===== config.mk =====
export PLATFORM = sky130hd
export DESIGN_NAME = hazard_scoreboard_flat
export DESIGN_NICKNAME = d
export VERILOG_FILES = /design/src/rtl/hazard_scoreboard_if.sv /design/src/rtl/hazard_scoreboard.sv /design/src/flat_wrapper.sv
export SDC_FILE = /design/constraint.sdc
export NUM_CORES = 1
export LEC_CHECK = 0
export CAP_MARGIN = 10
export CELL_PAD_IN_SITES_DETAIL_PLACEMENT = 0
export CELL_PAD_IN_SITES_GLOBAL_PLACEMENT = 1
export CORE_MARGIN = 1.5
export CORE_UTILIZATION = 34
export DETAILED_ROUTE_END_ITERATION = 16
export PLACE_DENSITY = 0.73
export SYNTH_ARGS = -nofsm -noshare
export SYNTH_HDL_FRONTEND = slang
export SYNTH_SLANG_ARGS = --single-unit

===== constraint.sdc =====
create_clock -name clk_i -period 2.35 [get_ports clk_i]
set_clock_uncertainty 0.1 [all_clocks]
set_input_delay 0.3525 -clock clk_i [delete_from_list [all_inputs] [get_ports clk_i]]
set_output_delay 0.3525 -clock clk_i [all_outputs]
set_load 0.01 [all_outputs]

===== src/rtl/hazard_scoreboard_if.sv =====
// ID-stage <-> hazard scoreboard bundle.
// master: the ID stage / pipeline controller (drives decode info, reads hazards).
// slave : the hazard_scoreboard itself.
// FWD_W follows the scoreboard depth so the select and counter widths
// always agree with the instance sharing the same STAGES value.
interface hazard_scoreboard_if #(
  parameter int STAGES     = 3,
  parameter int REG_ADDR_W = 5
);
  localparam int FWD_W = $clog2(STAGES + 1);

  logic                  en;
  logic                  id_valid;
  logic [REG_ADDR_W-1:0] id_rs1;
  logic [REG_ADDR_W-1:0] id_rs2;
  logic                  id_rs1_used;
  logic                  id_rs2_used;
  logic [REG_ADDR_W-1:0] id_rd;
  logic                  id_reg_write;
  logic                  id_is_load;
  logic                  flush;

  logic                  stall;
  logic [FWD_W-1:0]      fwd_sel_1;
  logic [FWD_W-1:0]      fwd_sel_2;
  logic [FWD_W-1:0]      inflight_cnt;

  modport master (
    output en, id_valid, id_rs1, id_rs2, id_rs1_used, id_rs2_used,
           id_rd, id_reg_write, id_is_load, flush,
    input  stall, fwd_sel_1, fwd_sel_2, inflight_cnt
  );

  modport slave (
    input  en, id_valid, id_rs1, id_rs2, id_rs1_used, id_rs2_used,
           id_rd, id_reg_write, id_is_load, flush,
    output stall, fwd_sel_1, fwd_sel_2, inflight_cnt
  );
endinterface


===== src/rtl/hazard_scoreboard.sv =====
// Pipeline hazard scoreboard for the in-order core.
// Tracks {valid, rd, load} of every instruction issued from ID through
// STAGES downstream entries (entry 0 = EXE) and flags RAW hazards against
// the operands currently in ID.
// Build option: define HAZARD_FWD_EN to enable forwarding selects and the
// load-latency-only stall; without it every RAW hit stalls until retire
// and the forwarding selects are tied to zero.

// Per-entry comparator: does this scoreboard entry produce either ID operand?
module hazard_sb_lane #(
  parameter int REG_ADDR_W = 5
) (
  input  logic                  vld_i,
  input  logic [REG_ADDR_W-1:0] rd_i,
  input  logic                  id_valid_i,
  input  logic [REG_ADDR_W-1:0] rs1_i,
  input  logic [REG_ADDR_W-1:0] rs2_i,
  input  logic                  rs1_used_i,
  input  logic                  rs2_used_i,
  output logic                  hit1_o,
  output logic                  hit2_o
);
  // x0 is hardwired zero, so a read of it never depends on anything in flight.
  assign hit1_o = vld_i & id_valid_i & rs1_used_i & (rs1_i != '0) & (rd_i == rs1_i);
  assign hit2_o = vld_i & id_valid_i & rs2_used_i & (rs2_i != '0) & (rd_i == rs2_i);
endmodule

module hazard_scoreboard #(
  parameter int  STAGES     = 3,
  parameter int  REG_ADDR_W = 5,
  parameter int  LOAD_LAT   = 1,
  localparam int FWD_W      = $clog2(STAGES + 1)
) (
  input  logic          clk_i,
  input  logic          arst_i,
  hazard_scoreboard_if.slave hz
);

  typedef struct packed {
    logic                  v;
    logic [REG_ADDR_W-1:0] rd;
    logic                  ld;
  } entry_t;

  entry_t [STAGES-1:0] ent_q, ent_d;
  logic   [FWD_W-1:0]  cnt_q, cnt_d;

  logic [STAGES-1:0] hit1, hit2;
  logic              stall_w;
  logic              issue;
  logic              retire;

  // The oldest entry's load flag has no consumer: it is past every
  // load-latency window and is about to retire.
  logic unused_ld;
  assign unused_ld = ent_q[STAGES-1].ld;

  // One comparator lane per tracked stage.
  for (genvar k = 0; k < STAGES; k++) begin : g_lane
    hazard_sb_lane #(.REG_ADDR_W(REG_ADDR_W)) u_lane (
      .vld_i      (ent_q[k].v),
      .rd_i       (ent_q[k].rd),
      .id_valid_i (hz.id_valid),
      .rs1_i      (hz.id_rs1),
      .rs2_i      (hz.id_rs2),
      .rs1_used_i (hz.id_rs1_used),
      .rs2_used_i (hz.id_rs2_used),
      .hit1_o     (hit1[k]),
      .hit2_o     (hit2[k])
    );
  end

`ifdef HAZARD_FWD_EN
  // Loads whose data is still in flight in the first LOAD_LAT entries
  // cannot be forwarded yet.
  logic [STAGES-1:0] ld_blk;
  for (genvar k = 0; k < STAGES; k++) begin : g_ldblk
    if (k < LOAD_LAT) begin : g_early
      assign ld_blk[k] = ent_q[k].ld;
    end else begin : g_late
      assign ld_blk[k] = 1'b0;
    end
  end

  logic [FWD_W-1:0] sel1, sel2;
  logic             blk1, blk2;

  // Priority chain: walk oldest to youngest so the youngest hit lands last.
  always_comb begin
    sel1 = '0;
    sel2 = '0;
    blk1 = 1'b0;
    blk2 = 1'b0;
    for (int k = STAGES - 1; k >= 0; k--) begin
      if (hit1[k]) begin
        sel1 = FWD_W'(k + 1);
        blk1 = ld_blk[k];
      end
      if (hit2[k]) begin
        sel2 = FWD_W'(k + 1);
        blk2 = ld_blk[k];
      end
    end
  end

  assign stall_w      = blk1 | blk2;
  assign hz.fwd_sel_1 = sel1;
  assign hz.fwd_sel_2 = sel2;
`else
  // No bypass network: any pending producer holds ID until it retires.
  assign stall_w      = (|hit1) | (|hit2);
  assign hz.fwd_sel_1 = '0;
  assign hz.fwd_sel_2 = '0;
`endif

  assign hz.stall        = stall_w;
  assign hz.inflight_cnt = cnt_q;

  // Flush wins over stall: a squashed instruction never enters EXE, and
  // writes to x0 are never tracked.
  assign issue  = hz.id_valid & hz.id_reg_write & (hz.id_rd != '0) & ~stall_w & ~hz.flush;
  assign retire = ent_q[STAGES-1].v;

  // Next-state: shift the scoreboard and keep the counter in step with it.
  always_comb begin
    ent_d = ent_q;
    cnt_d = cnt_q;
    if (hz.en) begin
      ent_d[0] = issue ? entry_t'({1'b1, hz.id_rd, hz.id_is_load}) : entry_t'('0);
      for (int k = 1; k < STAGES; k++) begin
        ent_d[k] = ent_q[k-1];
      end
      unique case ({issue, retire})
        2'b10:   cnt_d = cnt_q + FWD_W'(1);
        2'b01:   cnt_d = cnt_q - FWD_W'(1);
        default: cnt_d = cnt_q;
      endcase
    end
  end

  // State registers; reset drops in-flight entries without retire accounting.
  always_ff @(posedge clk_i or posedge arst_i) begin
    if (arst_i) begin
      ent_q <= '0;
      cnt_q <= '0;
    end else begin
      ent_q <= ent_d;
      cnt_q <= cnt_d;
    end
  end

endmodule


===== src/flat_wrapper.sv =====
// flat-port wrapper written by rule: the top's interface ports become plain ports
module hazard_scoreboard_flat 
#(
  parameter int  STAGES     = 3,
  parameter int  REG_ADDR_W = 5,
  parameter int  LOAD_LAT   = 1,
  localparam int FWD_W      = $clog2(STAGES + 1)
)
  (clk_i, arst_i, hz_en, hz_id_valid, hz_id_rs1, hz_id_rs2, hz_id_rs1_used, hz_id_rs2_used, hz_id_rd, hz_id_reg_write, hz_id_is_load, hz_flush, hz_stall, hz_fwd_sel_1, hz_fwd_sel_2, hz_inflight_cnt);
  hazard_scoreboard_if #(.STAGES(STAGES), .REG_ADDR_W(REG_ADDR_W)) hz_i ();
  input  logic clk_i;
  input  logic arst_i;
  input wire logic [$bits(hz_i.en)-1:0] hz_en;
  input wire logic [$bits(hz_i.id_valid)-1:0] hz_id_valid;
  input wire logic [$bits(hz_i.id_rs1)-1:0] hz_id_rs1;
  input wire logic [$bits(hz_i.id_rs2)-1:0] hz_id_rs2;
  input wire logic [$bits(hz_i.id_rs1_used)-1:0] hz_id_rs1_used;
  input wire logic [$bits(hz_i.id_rs2_used)-1:0] hz_id_rs2_used;
  input wire logic [$bits(hz_i.id_rd)-1:0] hz_id_rd;
  input wire logic [$bits(hz_i.id_reg_write)-1:0] hz_id_reg_write;
  input wire logic [$bits(hz_i.id_is_load)-1:0] hz_id_is_load;
  input wire logic [$bits(hz_i.flush)-1:0] hz_flush;
  output wire logic [$bits(hz_i.stall)-1:0] hz_stall;
  output wire logic [$bits(hz_i.fwd_sel_1)-1:0] hz_fwd_sel_1;
  output wire logic [$bits(hz_i.fwd_sel_2)-1:0] hz_fwd_sel_2;
  output wire logic [$bits(hz_i.inflight_cnt)-1:0] hz_inflight_cnt;
  assign hz_i.en = hz_en;
  assign hz_i.id_valid = hz_id_valid;
  assign hz_i.id_rs1 = hz_id_rs1;
  assign hz_i.id_rs2 = hz_id_rs2;
  assign hz_i.id_rs1_used = hz_id_rs1_used;
  assign hz_i.id_rs2_used = hz_id_rs2_used;
  assign hz_i.id_rd = hz_id_rd;
  assign hz_i.id_reg_write = hz_id_reg_write;
  assign hz_i.id_is_load = hz_id_is_load;
  assign hz_i.flush = hz_flush;
  assign hz_stall = hz_i.stall;
  assign hz_fwd_sel_1 = hz_i.fwd_sel_1;
  assign hz_fwd_sel_2 = hz_i.fwd_sel_2;
  assign hz_inflight_cnt = hz_i.inflight_cnt;
  hazard_scoreboard #(.STAGES(STAGES), .REG_ADDR_W(REG_ADDR_W), .LOAD_LAT(LOAD_LAT)) u_core (.clk_i(clk_i), .arst_i(arst_i), .hz(hz_i));
endmodule

# == Yosys cells after proc, flatten, opt, wreduce, memory -nomap -nowiden ==
# Cells that the tools add are included.
# totals
ff_bits,20
inputBits,24
# op_classes
addsub,2
n_eq_ne,8
muxes,2
bitwise,28
n_reduce_logical,7
# ops
op,n
$eq 5x5->1,6
$and 1x1->1,25
$reduce_bool 5->1,3
$mux 7,1
$reduce_or 3->1,2
$pmux 2 s2,1
$add 2x1->2 const B,1
$eq 2x1->1 const B,1
$eq 2x2->1 const B,1
$not 1->1,2
$reduce_and 2->1,1
$reduce_bool 2->1,1
$sub 2x1->2 const B,1
$or 1x1->1,1

# == Longest topological paths before layout ==
# depth
depth_word,12
mapped_depth,10
depth_no_buf,10

# == Hierarchy ==
# From an unflattened synthesis, not the netlist that was laid out.
# hier_totals
hier_cells,135
area_unflattened_um2,1333.8
# by_module_without_submodules
mod,instances,cells_per_inst,area_per_inst_um2,seq_area_each_um2
hazard_scoreboard,1,72,898.4,500.5
hazard_sb_lane,3,21,145.1,0.0

# == Worst setup path after synthesis ==
# OpenSTA, ideal clock, no wires.
# synth_path
path_kind,reg-to-reg
start,register u_core.ent_q[18] (netlist bit)
end,register u_core.cnt_q[1] (netlist: u_core.hz.inflight_cnt[1])
arrival_ns,2.275
required_time_ns,2.171
path_slack_ns,-0.104
stages_incl_launch_ff,11
path_buffers,0
synth_period_minus_slack_ns,2.454
path_cell_list,dfrtp_1 > xor2_1 > nor4_1 > nand3_1 > and3_4 > o32ai_4 > or2_1 > ha_1 > nand2b_1 > nor2_1 > xor2_1
# synth_between
elab_chain_cells,10
word_cells_on_any_way,15
classes_between,4 x eq/ne; 1 x mux; 6 x bitwise; 4 x reduce/logical
# synth_rtl
item,line,source
"start, declared",hazard_scoreboard.sv:45,"entry_t [STAGES-1:0] ent_q, ent_d;"
"start signal, assigned",hazard_scoreboard.sv:147,ent_q <= ent_d;
"$eq 5x5->1, on equally long branches","hazard_scoreboard.sv:24, hazard_scoreboard.sv:25",
"$and 1x1->1, on equally long branches","hazard_scoreboard.sv:24, hazard_scoreboard.sv:25",
$reduce_or 3->1,hazard_scoreboard.sv:111,assign stall_w = (|hit1) | (|hit2);
$or 1x1->1 *,hazard_scoreboard.sv:111,
via hz_stall,flat_wrapper.sv:23,output wire logic [$bits(hz_i.stall)-1:0] hz_stall;
$not 1->1 *,hazard_scoreboard.sv:121,assign issue = hz.id_valid & hz.id_reg_write & (hz.id_rd != '0) & ~stall_w & ~hz.flush;
$and 1x1->1 * (2 in a row),hazard_scoreboard.sv:121,
$eq 2x2->1 / $eq 2x1->1 (equally long branches),hazard_scoreboard.sv:133,"unique case ({issue, retire})"
$reduce_bool 2->1 (no source line),--,
$reduce_and 2->1 (no source line),--,
"end signal, assigned",hazard_scoreboard.sv:148,cnt_q <= cnt_d;
"end, declared",hazard_scoreboard.sv:46,"logic [FWD_W-1:0] cnt_q, cnt_d;"
# Mark *: on every way through the listed nets, which the timed path passes. The rest lies on a longest branch.
# A chain may end at the register's enable or synchronous reset.

# == Worst setup path after layout ==
# layout_path
start,input port hz_id_rs2[2]
end,register u_core.cnt_q[1] (netlist: u_core.hz.inflight_cnt[1])
# layout_between
elab_chain_cells,11
word_cells_on_any_way,20
classes_between,5 x eq/ne; 1 x mux; 10 x bitwise; 4 x reduce/logical
# layout_rtl
item,line,source
"start, declared",flat_wrapper.sv:16,input wire logic [$bits(hz_i.id_rs2)-1:0] hz_id_rs2;
$reduce_bool 5->1,hazard_scoreboard.sv:25,assign hit2_o = vld_i & id_valid_i & rs2_used_i & (rs2_i != '0) & (rd_i == rs2_i);
$and 1x1->1 (2 in a row),hazard_scoreboard.sv:25,
$reduce_or 3->1 *,hazard_scoreboard.sv:111,
$or 1x1->1 *,hazard_scoreboard.sv:111,
$not 1->1 *,hazard_scoreboard.sv:121,
$and 1x1->1 * (2 in a row),hazard_scoreboard.sv:121,
$eq 2x2->1 / $eq 2x1->1 (equally long branches),hazard_scoreboard.sv:133,
$reduce_bool 2->1 (no source line),--,
$reduce_and 2->1 (no source line),--,
# Mark *: on every way between the ends. The rest lies on a longest branch, timed or not.

==> key figures <==
Routing
  • Number of nets with antenna violations after detailed routing: 0
  • Vias post-DR: about 1000
  • Detailed Routing Iterations Pass 1: 4
  • Routed WL per cell: 13.8 um
  • Vias per Instance: around 4.8
  • Total DRC errors in the routed layout: 0
  • Violation count after the first detailed-route iteration: 44
  • Post-detailed-routing wire length: roughly 3000 um

Timing
  • Final-report max-slew violation count: 0
  • Peak clock frequency supported by timing: a little over 400 MHz
  • Smallest setup slack after layout: -62.0 ps
  • Worst slew margin relative to its limit: 0.517
  • Post-Route Hold Slack: ~360 ps
  • Slew at the pin with the worst max-slew slack: 724 ps
  • Unrepaired setup endpoints after global routing: yes
  • Final-report hold violation count: 0
  • Final setup violation count: 3
  • Final worst path period need: 2410 ps
  • Tcrit/Tclk final: 1.03

Finish
  • Area used by multi-input combinational logic: 754 um2
  • Fraction of layout cells with a size suffix above 1: 0.329
  • Final Util: 0.535
  • Number of antenna diodes: 0
  • Final-stage net count: 199
  • Storage element area: 500 um2
  • Top library cells by usage in the layout, fill and taps aside: buf_4, xor2_1, dfrtp_1
  • FILL cells: 332
  • Synth-to-Final Area Change: 45.6%
  • Post-route cell area: 1840 um2
  • Most frequent standard cell in the layout excluding fill and tap cells: buf_4

Placed design
  • Weighted congestion at the end of routability-driven global placement: 0.915
  • Minimum setup slack after placement: -643 ps
  • Total half-perimeter wirelength after legalization and detailed placement: 2350 um
  • Post-Place Cell Area: 1760 um2
  • Quantity of I/O buffers inserted on ports: 25

Worst setup path
  • Data arrival, critical path: 2490 ps
  • Buf+Inv Stages, Crit Path: 1
  • CP top delay family: simple AND/OR/NAND/NOR gates
  • Type of the worst setup path: primary input to flip-flop
  • Worst path slowest cell: or4_1
  • Critical-path cell list: dlygate4sd2_1 -> or4_1 -> o211ai_1 -> o32ai_4 -> or2_1 -> ha_1 -> nand2b_4 -> nor2_4 -> xor2_1
  • Max incr delay on CP: 540 ps
  • Kind of end point of the critical path: flip-flop
  • Required time of the worst setup path: 2430 ps
  • Maximum fanout along the worst path: 3
  • Critical path launch point type: primary input

Clock network
  • Depth of the CTS H-tree: 1
  • Root cell of the clock tree: clkbuf_8
  • TritonCTS clock tree: built
  • Number of buffers created by CTS: 3
  • Clock transition at the registers of the reported paths: 70 ps
  • Number of sinks driven by the clock tree: 20
  • Clock network latency to the later pin of the worst-skew pair: around 260 ps
  • Maximum buffer depth of the clock tree: 2

Floorplan
  • Number of top-level pins: 31
  • Total Die Area: 4090 um2
  • Overall die height: 64.0 um
  • Starting density of the core: 0.367
  • Number of placement rows: 21
  • Die width: 64.0 um
  • Area of the core: 3440 um2

Power and ir drop
  • Share of total power consumed by net switching: 0.274
  • Static leakage: 0.880 nW
  • Tot Pwr: ~940 uW
  • Maximum ir drop on the vdd rail: 0.217 mV
  • Total power divided by cell area: 512 nW/um2
  • Internal Dissipation: 684 uW
  • Reg power frac: 0.441
  • Combinational power share: 0.286
  • Clock network power share: 0.273
  • Net Switching: roughly 260 uW

Synthesis
  • Count of different cell masters after synthesis: 25
  • Synth Area per Inst: ~11 um2
  • Post-synth top area share: 0.396
  • Synthesis Warnings: 0
  • Biggest area contributors in the synthesized netlist: dfrtp_1, xor2_1, mux2_2
  • Fraction of the yosys area taken by sequential cells: 0.396
  • Number of register bits inferred by synthesis: 20
  • Cell area after technology mapping: 1260 um2
  • Cells after Synth: 120
  • Cell type contributing the most total cell area after synthesis: dfrtp_1

Global routing
  • Via count of the first global-routing pass: roughly 1100
  • Gr usage total: 0.165
  • Pin count of the biggest net entering global routing: 26
  • Aggregate global routing overflow: 0
  • First-pass GRT wire length: 5110 um
  • Initial antenna violation count: 0

Flow run
  • # Max-Cap Violations: 0

Status
  • Result of the run: complete, but fails checks
  • Violated checks: negative setup slack

Hold path
  • Worst hold-check path type: flip-flop to flip-flop
==> cells by family (layout without fill, tap and decap cells) <==
| group | count (synthesis) | count (layout) | synth area share |
|---|---|---|---|
| other cells | 1 | 4 | 0.00297 |
| mux | 12 | 12 | 0.107 |
| xor+xnor | 33 | 33 | 0.229 |
| compound gates | 10 | 10 | 0.0673 |
| buf+inv | 15 | 65 | 0.0564 |
| flops | 20 | 20 | 0.396 |
| fa+ha+maj | 1 | 1 | 0.00990 |
| simple gates | 28 | 28 | 0.132 |
==> metal layers <==
metal | part of all wire | global-route usage | routed length, um
met5 | 0 | 0 | 0
met4 | 0.018 | 0.0734 | 56
met3 | 0.062 | 0.0246 | 189
met2 | 0.45 | 0.273 | 1370
met1 | 0.47 | 0.213 | 1420
==> through the flow <==
stage | std cells | setup TNS [ps]
floorplan | 123 | 0
global placement | 213 | -2490
detailed placement | 213 | -2440
CTS | 219 | -225
global route | 219 | -359
finish | 219 | -67.0
==> cell type report <==
cell class                 instances  area share
multi-input combinational         88       0.410
sequential                        20       0.272
timing repair buffer              54       0.243
tap                               46      0.0313
clock buffer                       4      0.0299
inverter                           7      0.0143
==> worst paths after layout <==
kind / startpoint / cells after the start / end / slack, ps
worst max-delay path: hz_id_rs2[2] / 9 / u_core.hz.inflight_cnt[1] / -60
worst min-delay path: u_core.hz.inflight_cnt[1] / 1 / u_core.hz.inflight_cnt[1] / 360
worst max register to register: u_core.ent_q[8] / 10 / u_core.hz.inflight_cnt[1] / -50
worst min register to register: u_core.hz.inflight_cnt[1] / 1 / u_core.hz.inflight_cnt[1] / 360
max in group asynchronous: arst_i / 2 / u_core.ent_q[10] / 1280
min in group asynchronous: arst_i / 2 / u_core.ent_q[15] / 420
==> power by group through the flow <==
| stage | sequential [mW] | combinational [mW] | clock [mW] |
|---|---|---|---|
| 2_1_floorplan | 0.424 | 0.115 | 0 |
| 3_3_place_gp | 0.417 | 0.257 | 0 |
| 3_5_place_dp | 0.419 | 0.257 | 0 |
| 4_1_cts | 0.415 | 0.270 | 0.268 |
| 5_1_grt | 0.420 | 0.293 | 0.284 |
| 6_report | 0.415 | 0.269 | 0.257 |
==> sequential cells by signal (all words and copies together), names as in the netlist <==
register / cells
u_core.retire: 1
u_core.hz.inflight_cnt: 2
u_core.ent_q: 17
==> cells in the mapped netlist <==
cell,instances
xor2_1,25
nand2_1,1
buf_4,4
conb_1,1
xnor2_1,8
nor4_1,6
dfrtp_1,20
or4_2,1
and3_1,1
nand3_1,11
or2_1,1
o21ai_0,1
o211ai_1,2
and3_4,1
inv_1,7
and3b_1,1
buf_1,1
or4_1,2
mux2_2,12
o32ai_4,1
nand2b_1,1
clkbuf_1,3
o22ai_1,6
ha_1,1
nor2_1,2
==> timing repair <==
item | 4_1_cts | 5_1_grt
endpoints found under the setup margin | 3 | 3
hold buffers | 0 | 0
endpoints found under the hold margin | 0 | 0
pin swaps | 12 | 7
resized for setup | 19 | 2
setup buffers | 2 | 0
No activity file was read; power rests on OpenSTA's default activity.
